File: src/rtl/bp_io_cmd_wormhole_serializer_pkg.sv
// Shared types and sizing helpers for the IO command wormhole serializer and its
// matching deserializer.
package bp_io_cmd_wormhole_serializer_pkg;

  localparam int unsigned io_noc_flit_width_lp = 64;
  localparam int unsigned io_noc_cord_width_lp = 8;
  localparam int unsigned io_noc_len_width_lp  = 4;
  localparam int unsigned io_hdr_width_lp      = 96;
  localparam int unsigned io_data_width_lp     = 512;

  typedef enum logic [1:0] {
    e_ready = 2'd0,
    e_hdr   = 2'd1,
    e_data  = 2'd2
  } state_e;

  // Wormhole header image at the default IO NoC widths, cord in the LSBs
  typedef struct packed {
    logic [io_hdr_width_lp-1:0]     hdr;
    logic [io_noc_len_width_lp-1:0] len;
    logic [io_noc_cord_width_lp-1:0] cord;
  } bp_io_wormhole_header_s;

  function automatic int unsigned ceil_div(input int unsigned a, input int unsigned b);
    return (a + b - 1) / b;
  endfunction

  function automatic int unsigned hdr_flits(input int unsigned cord_width,
                                            input int unsigned len_width,
                                            input int unsigned hdr_width,
                                            input int unsigned flit_width);
    return ceil_div(cord_width + len_width + hdr_width, flit_width);
  endfunction

  function automatic int unsigned max_data_flits(input int unsigned data_width,
                                                 input int unsigned flit_width);
    return data_width / flit_width;
  endfunction

endpackage

File: src/rtl/bp_io_cmd_wormhole_serializer_counter.sv
// Flit index counter: synchronous clear has priority over increment.
module bp_io_cmd_wormhole_serializer_counter #(
  parameter int unsigned width_p = 4
) (
  input  logic               clk,
  input  logic               reset,
  input  logic               clear,
  input  logic               up,
  output logic [width_p-1:0] count
);

  always_ff @(posedge clk) begin
    if (reset) begin
      count <= '0;
    end else if (clear) begin
      count <= '0;
    end else if (up) begin
      count <= count + width_p'(1);
    end
  end

endmodule

File: src/rtl/bp_io_cmd_wormhole_serializer.sv
// Serializes one IO command message (header + optional payload) into a wormhole packet
// on a ready_and flit link; single-message buffer, back-to-back packets without bubbles.
module bp_io_cmd_wormhole_serializer
  import bp_io_cmd_wormhole_serializer_pkg::*;
#(
  parameter int unsigned flit_width_p = io_noc_flit_width_lp,
  parameter int unsigned cord_width_p = io_noc_cord_width_lp,
  parameter int unsigned len_width_p  = io_noc_len_width_lp,
  parameter int unsigned hdr_width_p  = io_hdr_width_lp,
  parameter int unsigned data_width_p = io_data_width_lp
) (
  input  logic                    io_clk_i,
  input  logic                    io_reset_i,
  input  logic [hdr_width_p-1:0]  msg_header_i,
  input  logic [data_width_p-1:0] msg_data_i,
  input  logic [2:0]              msg_size_i,
  input  logic                    msg_has_data_i,
  input  logic [cord_width_p-1:0] msg_cord_i,
  input  logic                    msg_v_i,
  output logic                    msg_ready_and_o,
  output logic [flit_width_p-1:0] flit_o,
  output logic                    flit_v_o,
  input  logic                    flit_ready_and_i
);

  localparam int unsigned hdr_flits_lp      = hdr_flits(cord_width_p, len_width_p, hdr_width_p, flit_width_p);
  localparam int unsigned max_data_flits_lp = max_data_flits(data_width_p, flit_width_p);
  localparam int unsigned total_flits_lp    = hdr_flits_lp + max_data_flits_lp;
  localparam int unsigned hdr_img_width_lp  = hdr_flits_lp * flit_width_p;
  localparam int unsigned max_size_lp       = $clog2(data_width_p / 8);

  if ((data_width_p % flit_width_p) != 0) begin : g_data_width_check
    $error("data_width_p must be a multiple of flit_width_p");
  end
  if (total_flits_lp - 1 >= (2 ** len_width_p)) begin : g_len_width_check
    $error("len_width_p too narrow for the largest packet");
  end

  state_e state, state_n;

  logic [len_width_p-1:0] cnt;
  logic [len_width_p-1:0] len_r;
  logic [len_width_p-1:0] len_c;
  logic                   cnt_clear;
  logic                   cnt_up;

  logic [total_flits_lp-1:0][flit_width_p-1:0] pkt_r;
  logic [hdr_img_width_lp-1:0]                 hdr_img;
  logic [data_width_p-1:0]                     data_masked;
  logic [31:0]                                 payload_bits;
  logic [31:0]                                 data_flits;

  logic handshake;
  logic accept;
  logic last_flit;
  logic hdr_last;

  assign flit_v_o        = (state != e_ready);
  assign handshake       = flit_v_o & flit_ready_and_i;
  assign last_flit       = (cnt == len_r);
  assign hdr_last        = (cnt == len_width_p'(hdr_flits_lp - 1));
  // Ready reaches back through the final handshake so packets run back to back
  assign msg_ready_and_o = ~io_reset_i & ((state == e_ready) | (handshake & last_flit));
  assign accept          = msg_v_i & msg_ready_and_o;

  // Packet length and zero-padded payload, evaluated at accept time
  always_comb begin
    payload_bits = 32'd8 << msg_size_i;
    data_flits   = payload_bits / 32'(flit_width_p);
    if (data_flits == 32'd0) begin
      data_flits = 32'd1;
    end
    if (data_flits > 32'(max_data_flits_lp)) begin
      data_flits = 32'(max_data_flits_lp);
    end
    if (!msg_has_data_i) begin
      data_flits = 32'd0;
    end
    len_c = len_width_p'(32'(hdr_flits_lp) + data_flits - 32'd1);
    for (int unsigned i = 0; i < data_width_p; i++) begin
      data_masked[i] = msg_data_i[i] & (i < payload_bits);
    end
  end

  assign hdr_img = hdr_img_width_lp'({msg_header_i, len_c, msg_cord_i});

  always_ff @(posedge io_clk_i) begin
    if (io_reset_i) begin
      state <= e_ready;
      len_r <= '0;
    end else begin
      state <= state_n;
      if (accept) begin
        len_r <= len_c;
      end
    end
  end

  // Message buffer holds no control state, so it needs no reset
  always_ff @(posedge io_clk_i) begin
    if (accept) begin
      pkt_r <= {data_masked, hdr_img};
    end
  end

  bp_io_cmd_wormhole_serializer_counter #(
    .width_p(len_width_p)
  ) u_flit_cnt (
    .clk   (io_clk_i),
    .reset (io_reset_i),
    .clear (cnt_clear),
    .up    (cnt_up),
    .count (cnt)
  );

  always_comb begin
    state_n   = state;
    cnt_clear = 1'b0;
    cnt_up    = 1'b0;
    unique case (state)
      e_ready: begin
        if (accept) begin
          state_n   = e_hdr;
          cnt_clear = 1'b1;
        end
      end
      e_hdr, e_data: begin
        if (handshake) begin
          if (last_flit) begin
            state_n   = accept ? e_hdr : e_ready;
            cnt_clear = 1'b1;
          end else begin
            cnt_up = 1'b1;
            if ((state == e_hdr) && hdr_last) begin
              state_n = e_data;
            end
          end
        end
      end
      default: state_n = e_ready;
    endcase
  end

  always_comb begin
    flit_o = '0;
    for (int unsigned i = 0; i < total_flits_lp; i++) begin
      if (cnt == len_width_p'(i)) begin
        flit_o = pkt_r[i];
      end
    end
  end

  always_ff @(posedge io_clk_i) begin
    if (!io_reset_i && accept) begin
      assert (msg_size_i <= 3'(max_size_lp))
        else $error("msg_size_i larger than the payload buffer; packet sent capped");
    end
  end

endmodule

File: config.mk
export PLATFORM = sky130hd
export DESIGN_NAME = bp_io_cmd_wormhole_serializer
export DESIGN_NICKNAME = d
export VERILOG_FILES = /design/src/rtl/bp_io_cmd_wormhole_serializer_pkg.sv /design/src/rtl/bp_io_cmd_wormhole_serializer_counter.sv /design/src/rtl/bp_io_cmd_wormhole_serializer.sv
export SDC_FILE = /design/constraint.sdc
export NUM_CORES = 1
export LEC_CHECK = 0
export CAP_MARGIN = 20
export CORE_AREA = 2 2 268 270
export DETAILED_ROUTE_END_ITERATION = 6
export DIE_AREA = 0 0 270 272
export PLACE_DENSITY = 0.67
export SETUP_SLACK_MARGIN = 0.3
export SYNTH_ARGS = -nofsm -noshare
export SYNTH_HDL_FRONTEND = slang
export SYNTH_HIERARCHICAL = 1
export SYNTH_SLANG_ARGS = --single-unit
File: constraint.sdc
create_clock -name io_clk_i -period 40.1 [get_ports io_clk_i]
set_input_delay 8.02 -clock io_clk_i [delete_from_list [all_inputs] [get_ports io_clk_i]]
set_output_delay 8.02 -clock io_clk_i [all_outputs]
set_load 0.1 [all_outputs]
* Word level (Yosys, flattened, before mapping)
Cells that the tools add are included.
Storage, ports and cells: bits in registers 630, input bits 624, output and inout bits 66, logic and storage cells 1097
Operators by class: add/sub/neg operators 3, order comparisons 513, eq/ne operators 15, shift operators 1, multiplexer cells 26, bitwise operators 518, reduce and logical (&&, ||, !) cells 8
Operator list (count):
- $lt 9x32->1 const A | 256
- $lt 8x32->1 const A | 128
- $lt 7x32->1 const A | 64
- $lt 6x32->1 const A | 32
- $mux 64 | 10
- $and 1x1->1 | 516
- $lt 5x32->1 const A | 16
- $lt 4x32->1 const A | 8
- $lt 3x32->1 const A | 4
- $lt 1x32->1 const A | 2
- $lt 2x32->1 const A | 2
- $logic_not 32->1 | 1
- $shl 4x3->32 const A | 1
- $gt 26x4->1 const B | 1
- $mux 26 | 1
- $eq 4x3->1 const B | 4
- $eq 4x2->1 const B | 2
- $eq 4x4->1 const B | 2
- $mux 2 | 4
- $mux 4 | 2
- $mux 1 | 7
- $add 2x4->4 const A | 1
- $add 4x1->4 const B | 1
- $eq 4x1->1 const B | 1
- 16 further kinds | 18

* Logic depth before layout (Yosys ltp)
word-level depth 11, depth in mapped cells 9, mapped depth without buffers 7

* Hierarchy
Netlist, hierarchy kept.
Modules (own cells, without submodules):
- bp_io_cmd_wormhole_serializer | times used 1, cells each 2020, area each 27950.6 µm², seq. area each 18738.0 µm²
- bp_io_cmd_wormhole_serializer_counter | times used 1, cells each 17, area each 177.7 µm², seq. area each 80.1 µm²

* Worst setup path before layout
No wires, ideal clock.
kind input-to-reg, start input io_reset_i, end register len_r[0], library setup time 533 ps, arrival 18857 ps, data required time 39567 ps, path slack 20710 ps, stages on the path 5, buffers on the path 1, cells stage by stage clkbuf_1 nor2b_1 nand2_1 o21ai_4 a311oi_2
On the way: word-level cells in the longest chain between the ends 3
Ends and longest elaborated chain:
- start: declaration | RTL line bp_io_cmd_wormhole_serializer.sv:13 | input logic io_reset_i,
- $not 1->1 | RTL line bp_io_cmd_wormhole_serializer.sv:63 | assign msg_ready_and_o = ~io_reset_i & ((state == e_ready) | (handshake & last_flit));
- $and 1x1->1 | RTL line bp_io_cmd_wormhole_serializer.sv:63
- $and 1x1->1 | RTL line bp_io_cmd_wormhole_serializer.sv:64 | assign accept = msg_v_i & msg_ready_and_o;
- end signal: assignment | RTL line bp_io_cmd_wormhole_serializer.sv:94 | len_r <= len_c;
- end: declaration | RTL line bp_io_cmd_wormhole_serializer.sv:42 | logic [len_width_p-1:0] len_r;
Parallel ways exist; a longest one is shown, timed or not. A chain may end at the register's enable or synchronous reset.

* Worst setup path in the final report
start input flit_ready_and_i, end output msg_ready_and_o
On the way: word-level cells in the longest chain between the ends 4
Ends and longest elaborated chain:
- start: declaration | RTL line bp_io_cmd_wormhole_serializer.sv:23 | input logic flit_ready_and_i
- $and 1x1->1 | RTL line bp_io_cmd_wormhole_serializer.sv:59 | assign handshake = flit_v_o & flit_ready_and_i;
- $and 1x1->1 | RTL line bp_io_cmd_wormhole_serializer.sv:63
- $or 1x1->1 | RTL line bp_io_cmd_wormhole_serializer.sv:63
- $and 1x1->1 | RTL line bp_io_cmd_wormhole_serializer.sv:63
- end: declaration | RTL line bp_io_cmd_wormhole_serializer.sv:20 | output logic msg_ready_and_o,
No other way between the ends.

==> flow_metrics.tcl <==
set metrics [dict create \
    status "finished clean" \
    dr.pass1.iters 6 \
    startpoint_type "primary input" \
    synth_common_cells "edfxtp_1 (620), and3_1 (257), and2_1 (196)" \
    finalSetupViolCount 0 \
    muxShareOfSynthArea_pct 5.78 \
    dp_hpwl_mm 71.6 \
    numPortBuffers 689 \
    period_minus_slack_ns 18.09 \
    clk_latency_ns 0.61 \
    startpoint "flit_ready_and_i" \
    dieHeight_microns 272 \
    postSynth.asyncResetShare_pct 0 \
    syn_area_sq_um 28100 \
    overflow 0 \
    crit_slowest_cell "clkdlybuf4s50_1" \
    relSlewSlack_pct 2.04 \
    crit_arrival_ns 10.07 \
    synth_compound_area_share_pct 9.28 \
    cts_tree "built" \
    cts_setup_buffers 0 \
    wl_per_cell_microns 27.7 \
    grt_start_max_net_pins 195 \
    synth_fa_ha_area_share_pct 0.178 \
    io_pins 690 \
    antenna_found_initial 50 \
    max_freq_ghz 0.0553 \
    drc 0 \
    skew_ns 0.0253 \
    switching_power_uw 486 \
    start_util_pct 39.8 \
    cts_hold_buffers 0 \
    row_count 98 \
    grtUsageTotal_pct 26.8 \
    max_cap_violations 0 \
    period_share_pct 45.1 \
    cts_buffers 72 \
    synthesis.nets 2665 \
    p_sw_share_pct 27.0 \
    ys_seq_area_share_pct 66.9 \
    worstPathMaxFanout 4 \
    tightestPinTransition_ns 1.47 \
    setup_tns_ns 0 \
    drive_gt1_share_pct 8.56 \
    cts_sinks 630 \
    yosysMostFrequentCell "edfxtp_1" \
    synth.distinct_cells 63 \
    core_sq_um 70800 \
    finalHoldViolations 0 \
    worstPathCellList "clkdlybuf4s50_1 -> and2_1 -> nor2_1 -> nor2_1 -> clkdlybuf4s50_1" \
    drv_slew 0 \
    synthToLayoutAreaGrowth_pct 35.7 \
    hold_start "state[0]$_SDFFE_PP0P_" \
    holdWs_ns 0.501 \
    via_per_inst 5.55 \
    h-tree-depth 3 \
    hold_class "reg2reg" \
    finalWirelength_mm 102 \
    synthFlopType "edfxtp_1" \
    power_frac_seq_pct 48.0 \
    fp.dieArea_sq_um 73400 \
    synth_top_family_by_area "simple AND/OR/NAND/NOR gates" \
    synth_top_area_cell "edfxtp_1" \
    die_w_microns 270 \
    end_kind "output pin" \
    grt_pass1_vias 20400 \
    timing.rr.start "u_flit_cnt/count[0]$_SDFFE_PP0P_" \
    synth-simple-area-share_pct 14.6 \
    crit_required_ns 32.08 \
    synth_edf_count 620 \
    ir_drop_v 0.0000251 \
    vias 20500 \
    synth_top_cell_area_share_pct 66.2 \
    powerDensity_nw_per_um2 47.3 \
    synth_cells 2037 \
    leakage_uw 0.0139 \
    cpPeakStageDelay_ns 1.16 \
    ys_ff_latch 630 \
    drtAntennaViolNets 0 \
    syn_avg_cell_area_sq_um 13.8 \
    path_clk_slew_ns 0.06 \
    synth-xor-area-share_pct 0.182 \
    power_frac_clock_pct 35.0 \
    clk_path_buf_depth 3 \
    nets 3276 \
    grt_pass1_wl_mm 142 \
    cts_resized 0 \
    criticalPathCategory "in2out" \
    drtIter0Drc 2273 \
    synth_area_leaders "edfxtp_1 (66%), and3_1 (5.7%), and2_1 (4.4%), mux2i_1 (2.5%), mux2_2 (1.8%)" \
    internal-power_uw 1320 \
    utilization_pct 53.9 \
    power_frac_comb_pct 17.0 \
    gp_congestion 0.920 \
    ys_warn_count 6 \
    rsz0062_at_grt "no" \
    cts_root_buf "clkbuf_16" \
]
-- power by group through the flow --
stage	registers, uW	clock network (uW)	logic (uW)
after CTS	863	643	307
after global placement	873	0	301
after detailed placement	876	0	306
after floorplan	911	0	177
after global routing	870	668	323
final	865	632	307
-- layer usage --
layer,routed length [microns],up-vias,GRT usage [%]
met4,2920,22,10.3
met1,42500,10200,36.4
li1,-,9084,-
met5,140,-,0
met3,8280,165,6.03
met2,48100,947,42.0
-- logic make-up after synthesis --
kind of cell,Yosys count
buffers and inverters,199
AND/OR/NAND/NOR,710
flip-flops,630
XOR/XNOR,5
multiplexers,134
AO/OA/AOI/OAI,355
adder cells (fa/ha/maj),4
-- placed cells by master, fill, tap and decap left out, types with 58 or more instances in the layout --
master and n:
a21oi_1 58, and2_1 196, and3_1 257, clkbuf_16 74, clkdlybuf4s50_1 687, edfxtp_1 620
mux2i_1 69, nand2_1 86, nor2b_1 67, o21ai_0 67
-- state kept, by name, indices dropped and copies added, names as in the netlist --
register	cells
u_flit_cnt/count	4
pkt_r	620
len_r	4
state	2
-- path summary, 6_finish.rpt --
check,endpoint,slack [ns],cells after the start
setup / recovery,msg_ready_and_o,22.01,5
hold / removal,state[0]$_SDFFE_PP0P_,0.50,2
setup reg to reg,pkt_r[382]$_DFFE_PN_,34.13,8
hold reg to reg,state[0]$_SDFFE_PP0P_,0.50,2
-- layout make-up --
class	count	area (sq um)
diodes	36	90.1
clock buffers	94	1960
clock inverters	31	265
fillers	5864	32600
inverters	11	41.3
multi-input cells	1208	8510
flip-flops and latches	630	18800
well taps	950	1190
repair buffers	725	7270
-- through the flow --
| stage | worst slack, ns | power, uW | area [sq um] | instances |
|---|---|---|---|---|
| floorplan | 20.71 | 1090 | 28100 | 2037 |
| global placement | 21.97 | 1170 | 35700 | 3520 |
| detailed placement | 22.02 | 1180 | 35800 | 3523 |
| CTS | 22.01 | 1810 | 38000 | 3648 |
| global route | 21.97 | 1860 | 38100 | 3679 |
| finish | 22.01 | 1800 | 38200 | 3685 |
-- worst max-delay path: cells and delay by family --
family	cells	cell delay, ns
buf+inv	2	1.71
simple gates	3	0.33
Note: power is estimated with default switching activity, not from simulation.
